==> config.mk <==
export PLATFORM = sky130hd
export DESIGN_NAME = vga_sync_monitor
export DESIGN_NICKNAME = d
export VERILOG_FILES = /design/src/rtl/vga_sync_monitor.sv
export SDC_FILE = /design/constraint.sdc
export NUM_CORES = 1
export LEC_CHECK = 0
export BUFFER_PORTS_ARGS = -buffer_cell sky130_fd_sc_hd__buf_2
export CAP_MARGIN = 20
export CORE_ASPECT_RATIO = 1.75
export CORE_MARGIN = 2
export CORE_UTILIZATION = 40
export DETAILED_ROUTE_END_ITERATION = 16
export GPL_ROUTABILITY_DRIVEN = 0
export HOLD_SLACK_MARGIN = 0.05
export PLACE_DENSITY_LB_ADDON = 0.08
export SLEW_MARGIN = 20
export SYNTH_ARGS = -nofsm -noshare
export SYNTH_HDL_FRONTEND = slang
export SYNTH_SLANG_ARGS = --single-unit
==> constraint.sdc <==
create_clock -name clk -period 3.3 [get_ports clk]
set_clock_uncertainty 0.05 [all_clocks]
set_input_delay 0.495 -clock clk [delete_from_list [all_inputs] [get_ports clk]]
set_output_delay 0.495 -clock clk [all_outputs]
set_load 0.02 [all_outputs]
==> src/rtl/vga_sync_monitor.sv <==
// Recovers x/y position from an observed VGA sync stream, locks onto it and
// flags sync/blanking timing violations with sticky error bits.
module vga_sync_monitor #(
    parameter int H_VIS    = 640,
    parameter int H_SYNC_S = 656,
    parameter int H_SYNC_E = 752,
    parameter int H_TOT    = 800,
    parameter int V_VIS    = 480,
    parameter int V_SYNC_S = 490,
    parameter int V_SYNC_E = 492,
    parameter int V_TOT    = 525
) (
    input  logic        clk,
    input  logic        reset,
    input  logic        hsync,
    input  logic        vsync,
    input  logic        video_on,
    input  logic        err_clr,
    output logic [9:0]  x,
    output logic [9:0]  y,
    output logic        locked,
    output logic        pix_valid,
    output logic        frame_start,
    output logic [15:0] frame_count,
    output logic        err_hsync,
    output logic        err_vsync,
    output logic        err_blank
);

    localparam logic [1:0] SEARCH  = 2'd0;
    localparam logic [1:0] ACQUIRE = 2'd1;
    localparam logic [1:0] LOCKED  = 2'd2;

    localparam logic [9:0] HV    = 10'(H_VIS);
    localparam logic [9:0] HSS   = 10'(H_SYNC_S);
    localparam logic [9:0] HSE   = 10'(H_SYNC_E);
    localparam logic [9:0] HT_M1 = 10'(H_TOT - 1);
    localparam logic [9:0] VV    = 10'(V_VIS);
    localparam logic [9:0] VSS   = 10'(V_SYNC_S);
    localparam logic [9:0] VSE   = 10'(V_SYNC_E);
    localparam logic [9:0] VT_M1 = 10'(V_TOT - 1);

    logic        hs_s1_q, hs_s2_q, vs_s1_q, vs_s2_q, vo_s1_q, vo_s2_q;
    logic [1:0]  state_q, state_d;
    logic [9:0]  cx_q, cx_d, cy_q, cy_d;
    logic [9:0]  x_q, y_q;
    logic        frame_start_q, frame_start_d;
    logic [15:0] frame_count_q, frame_count_d;
    logic        err_hsync_q, err_hsync_d;
    logic        err_vsync_q, err_vsync_d;
    logic        err_blank_q, err_blank_d;

    logic hs_fall, hs_rise, vs_fall, vs_rise;
    logic hs_viol, vs_viol, bl_viol, checking;

    // cx/cy track the newest sample (s1); x/y lag by one so they describe s2.
    always_comb begin
        hs_fall  = hs_s2_q & ~hs_s1_q;
        hs_rise  = ~hs_s2_q & hs_s1_q;
        vs_fall  = vs_s2_q & ~vs_s1_q;
        vs_rise  = ~vs_s2_q & vs_s1_q;
        checking = (state_q != SEARCH);
        hs_viol  = checking && ((hs_fall != (cx_q == HSS)) || (hs_rise != (cx_q == HSE)));
        vs_viol  = checking && ((vs_fall != (cx_q == 10'd0 && cy_q == VSS)) ||
                                (vs_rise != (cx_q == 10'd0 && cy_q == VSE)));
        bl_viol  = (state_q == LOCKED) && (vo_s2_q != ((x_q < HV) && (y_q < VV)));
    end

    always_comb begin
        state_d = state_q;
        if (cx_q == HT_M1) begin
            cx_d = 10'd0;
            cy_d = (cy_q == VT_M1) ? 10'd0 : cy_q + 10'd1;
        end else begin
            cx_d = cx_q + 10'd1;
            cy_d = cy_q;
        end
        case (state_q)
            SEARCH: begin
                if (vs_fall) begin
                    state_d = ACQUIRE;
                    cx_d    = 10'd1;
                    cy_d    = VSS;
                end
            end
            ACQUIRE: begin
                if (hs_viol || vs_viol) state_d = SEARCH;
                else if (vs_fall)       state_d = LOCKED;
            end
            LOCKED: begin
                if (hs_viol || vs_viol) state_d = SEARCH;
            end
            default: state_d = SEARCH;
        endcase
        if (state_d == SEARCH) begin
            cx_d = 10'd0;
            cy_d = 10'd0;
        end
        frame_start_d = (state_d == LOCKED) && (cx_q == 10'd0) && (cy_q == 10'd0);
        frame_count_d = frame_count_q + 16'(frame_start_d);
        // A violation on the same cycle as err_clr wins so the flag stays set.
        err_hsync_d = (err_hsync_q & ~err_clr) | hs_viol;
        err_vsync_d = (err_vsync_q & ~err_clr) | vs_viol;
        err_blank_d = (err_blank_q & ~err_clr) | bl_viol;
    end

    always_ff @(posedge clk) begin
        if (!reset) begin
            hs_s1_q       <= 1'b1;
            hs_s2_q       <= 1'b1;
            vs_s1_q       <= 1'b1;
            vs_s2_q       <= 1'b1;
            vo_s1_q       <= 1'b1;
            vo_s2_q       <= 1'b1;
            state_q       <= SEARCH;
            cx_q          <= 10'd0;
            cy_q          <= 10'd0;
            x_q           <= 10'd0;
            y_q           <= 10'd0;
            frame_start_q <= 1'b0;
            frame_count_q <= 16'd0;
            err_hsync_q   <= 1'b0;
            err_vsync_q   <= 1'b0;
            err_blank_q   <= 1'b0;
        end else begin
            hs_s1_q       <= hsync;
            hs_s2_q       <= hs_s1_q;
            vs_s1_q       <= vsync;
            vs_s2_q       <= vs_s1_q;
            vo_s1_q       <= video_on;
            vo_s2_q       <= vo_s1_q;
            state_q       <= state_d;
            cx_q          <= cx_d;
            cy_q          <= cy_d;
            x_q           <= cx_q;
            y_q           <= cy_q;
            frame_start_q <= frame_start_d;
            frame_count_q <= frame_count_d;
            err_hsync_q   <= err_hsync_d;
            err_vsync_q   <= err_vsync_d;
            err_blank_q   <= err_blank_d;
        end
    end

    assign x           = x_q;
    assign y           = y_q;
    assign locked      = (state_q == LOCKED);
    assign pix_valid   = (state_q == LOCKED) & vo_s2_q;
    assign frame_start = frame_start_q;
    assign frame_count = frame_count_q;
    assign err_hsync   = err_hsync_q;
    assign err_vsync   = err_vsync_q;
    assign err_blank   = err_blank_q;

endmodule
==> out/metrics.yaml <==
place_ws_ps: 225
antenna_found_initial: 0
tightest_slew_ps: 725
drive_gt1_share_pct: 22.1
grt_pass1_wl_um: 11000
wl_um: 6760
syn_inst: 308
slowest_stage: "or3_1"
cts_sinks: 68
cap_violations: 0
htreeDepth: 3
synth_edf_count: 0
num_vias: 2344
firstDrtPassIters: 6
die_y_um: 116
startpoint_type: "flop"
layout_setup_ws_ps: 348
coreArea_mm2: 0.00691
slowest_delay_ps: 370
seq_area_frac_synth_pct: 47.3
crit_chain: "inv_1, ha_1, nor4b_4, nand4_1, mux2i_1, a21oi_1, and2_1, ha_1, ha_1, and2_1, nand4_1, or3_1, a21oi_1"
synth_fp_nets: 321
ant_nets: 0
fin_util_pct: 51.4
wl_per_cell_um: 15.0
diodes: 0
placed_cells: 435
clk_latency_ps: 330
grt_pass1_vias: 2366
endpoint_kind: "flop"
power_density_mw_per_mm2: 545
period_minus_slack_ps: 2950
avgSynthCellArea_um2: 9.34
finalNetCount: 375
synth_ff_type: "dfxtp_1"
path_clk_slew_ps: 60
status: "completed"
via_per_inst: 5.20
drv_slew: 0
total_power_uw: 1940
pin_count: 48
std_cell_rows: 40
cts_tree: "yes"
drt_iter0_drc: 58
dieArea_mm2: 0.00792
overflow: 0
crit_required_ps: 3510
syn-cell-area_mm2: 0.00288
drc_errors: 0
initial_core_util_pct: 41.7
min_period_over_period_pct: 89.5
grt_max_degree: 29
fin_cells: 451
die_w_um: 68.1
grt_use_met1_pct: 20.3
hold_buffers: 0
hp-class: "in2reg"
arrival_ps: 3160
max_freq_mhz: 339
io_buffers: 47
dp_hpwl_um: 5040
clockBufferDepth: 2
grt_util_met2_pct: 33.7
synth-seq-cells: 68
cp_max_fo: 5
yosys_warnings: 0
ctsRootBufferMaster: "clkbuf_16"
ys_types: 47
hold_viol: 0
syn_to_final_growth_pct: 23.4
busiest_layer: "met2"
max-vdd-ir-drop_uv: 333
cts_buffers: 9
slew_headroom_pct: 51.6
fillers: 669
track_usage_pct: 19.1
setup_violations: 0
cp_common_cell: "ha_1"
power.leakage_uw: 0.00149
grt_use_met3_pct: 5.78
crit_type: "reg2reg"
async_flop_share_pct: 0
-- worst paths after layout --
path / startpoint / endpoint / slack, ps / depth (start not counted)
max: cx_q[0] / frame_count[12] / 350 / 13
min: vsync / vs_s1_q / 300 / 2
max reg2reg: cx_q[0] / frame_count[12] / 350 / 13
min reg2reg: vo_s1_q / vo_s2_q / 370 / 1
-- registers in the layout, indices dropped and copies added, names as in the netlist, 2 cells and up --
register / count
cy_q: 10
state_q: 2
y: 10
cx_q: 10
frame_count: 16
x: 10
-- routing by layer --
metal | vias up | wire length [um]
met5 | - | 0
met4 | 0 | 88
met3 | 7 | 305
met2 | 56 | 3630
met1 | 1101 | 2740
li1 | 1180 | -
-- cells in the mapped netlist (2+ instances only) --
master | count | area share, %
a31oi_1 | 3 | 0.65
nand2b_1 | 10 | 2.2
clkbuf_1 | 8 | 1.0
nand3b_1 | 2 | 0.52
xor2_1 | 14 | 4.3
nor4_1 | 3 | 0.65
a21oi_1 | 13 | 2.3
nor2b_1 | 5 | 1.1
xnor2_1 | 12 | 3.7
buf_6 | 2 | 0.78
buf_2 | 4 | 0.70
nor4b_1 | 2 | 0.61
or3_1 | 6 | 1.3
and2_1 | 23 | 5.0
o31ai_1 | 2 | 0.52
o21ai_0 | 12 | 2.1
and3_1 | 7 | 1.5
nand3_1 | 8 | 1.4
nor3_1 | 7 | 1.2
dfxtp_1 | 68 | 47
nor2_1 | 29 | 3.8
inv_1 | 9 | 1.2
ha_1 | 7 | 3.0
nand4_1 | 11 | 2.4
nand2_1 | 12 | 1.6
nor3b_1 | 3 | 0.78
and4_1 | 6 | 1.8
-- final cells by class --
type / count / area (um2) / share of cell area, %
inverter: 9 / 33.8 / 0.951
clock buffer: 9 / 225 / 6.34
tap: 84 / 105 / 2.96
clock inverter: 7 / 91.3 / 2.57
multi-input combinational: 217 / 1430 / 40.1
timing repair buffer: 57 / 310 / 8.74
sequential: 68 / 1360 / 38.3
-- placed cells by master (no fill, tap or decap), types with 10 or more instances in the layout --
cell type  Yosys  routed
dfxtp_1       68      68
buf_2          4      47
nor2_1        29      29
and2_1        23      23
xor2_1        14      14
a21oi_1       13      13
nand2_1       12      12
xnor2_1       12      12
o21ai_0       12      12
nand4_1       11      11
nand2b_1      10      10
buf_4          0      10
-- timing repair --
| item | in CTS | in global routing |
|---|---|---|
| resized for setup | 0 | 2 |
| endpoints found under the setup margin | 0 | 2 |
| setup buffers | 0 | 0 |
-- power breakdown --
part	leakage [uW]	switching, uW	internal [uW]
sequential	0.000550	13.7	835
combinational	0.000789	47.6	30.1
clock	0.000155	352	657
total	0.00149	413	1520
-- metrics by stage --
step | hold slack, ps | TNS, ps | instance area, um2
after global placement | 342 | 0 | 3220
after floorplan | 336 | 0 | 2880
final | 295 | 0 | 3550
after CTS | 291 | 0 | 3540
after detailed placement | 370 | 0 | 3220
after global routing | 294 | -26.0 | 3550
-- cell families after synthesis --
group	after synthesis	share of synthesized area, %
AND/OR/NAND/NOR	141	28.3
AO/OA/AOI/OAI	42	9.35
flip-flops	68	47.3
buffers and inverters	23	3.70
adder cells (fa/ha/maj)	7	3.04
multiplexers	1	0.348
XOR/XNOR	26	7.91
-- worst max-delay path: cells and delay by family (launching register included) --
family / cells / cell delay, ps
AND/OR/NAND/NOR: 6 / 1410
adder cells (fa/ha/maj): 3 / 480
flip-flops: 1 / 350
AO/OA/AOI/OAI: 2 / 310
multiplexers: 1 / 190
buffers and inverters: 1 / 90
No activity file was read; power rests on OpenSTA's default activity.
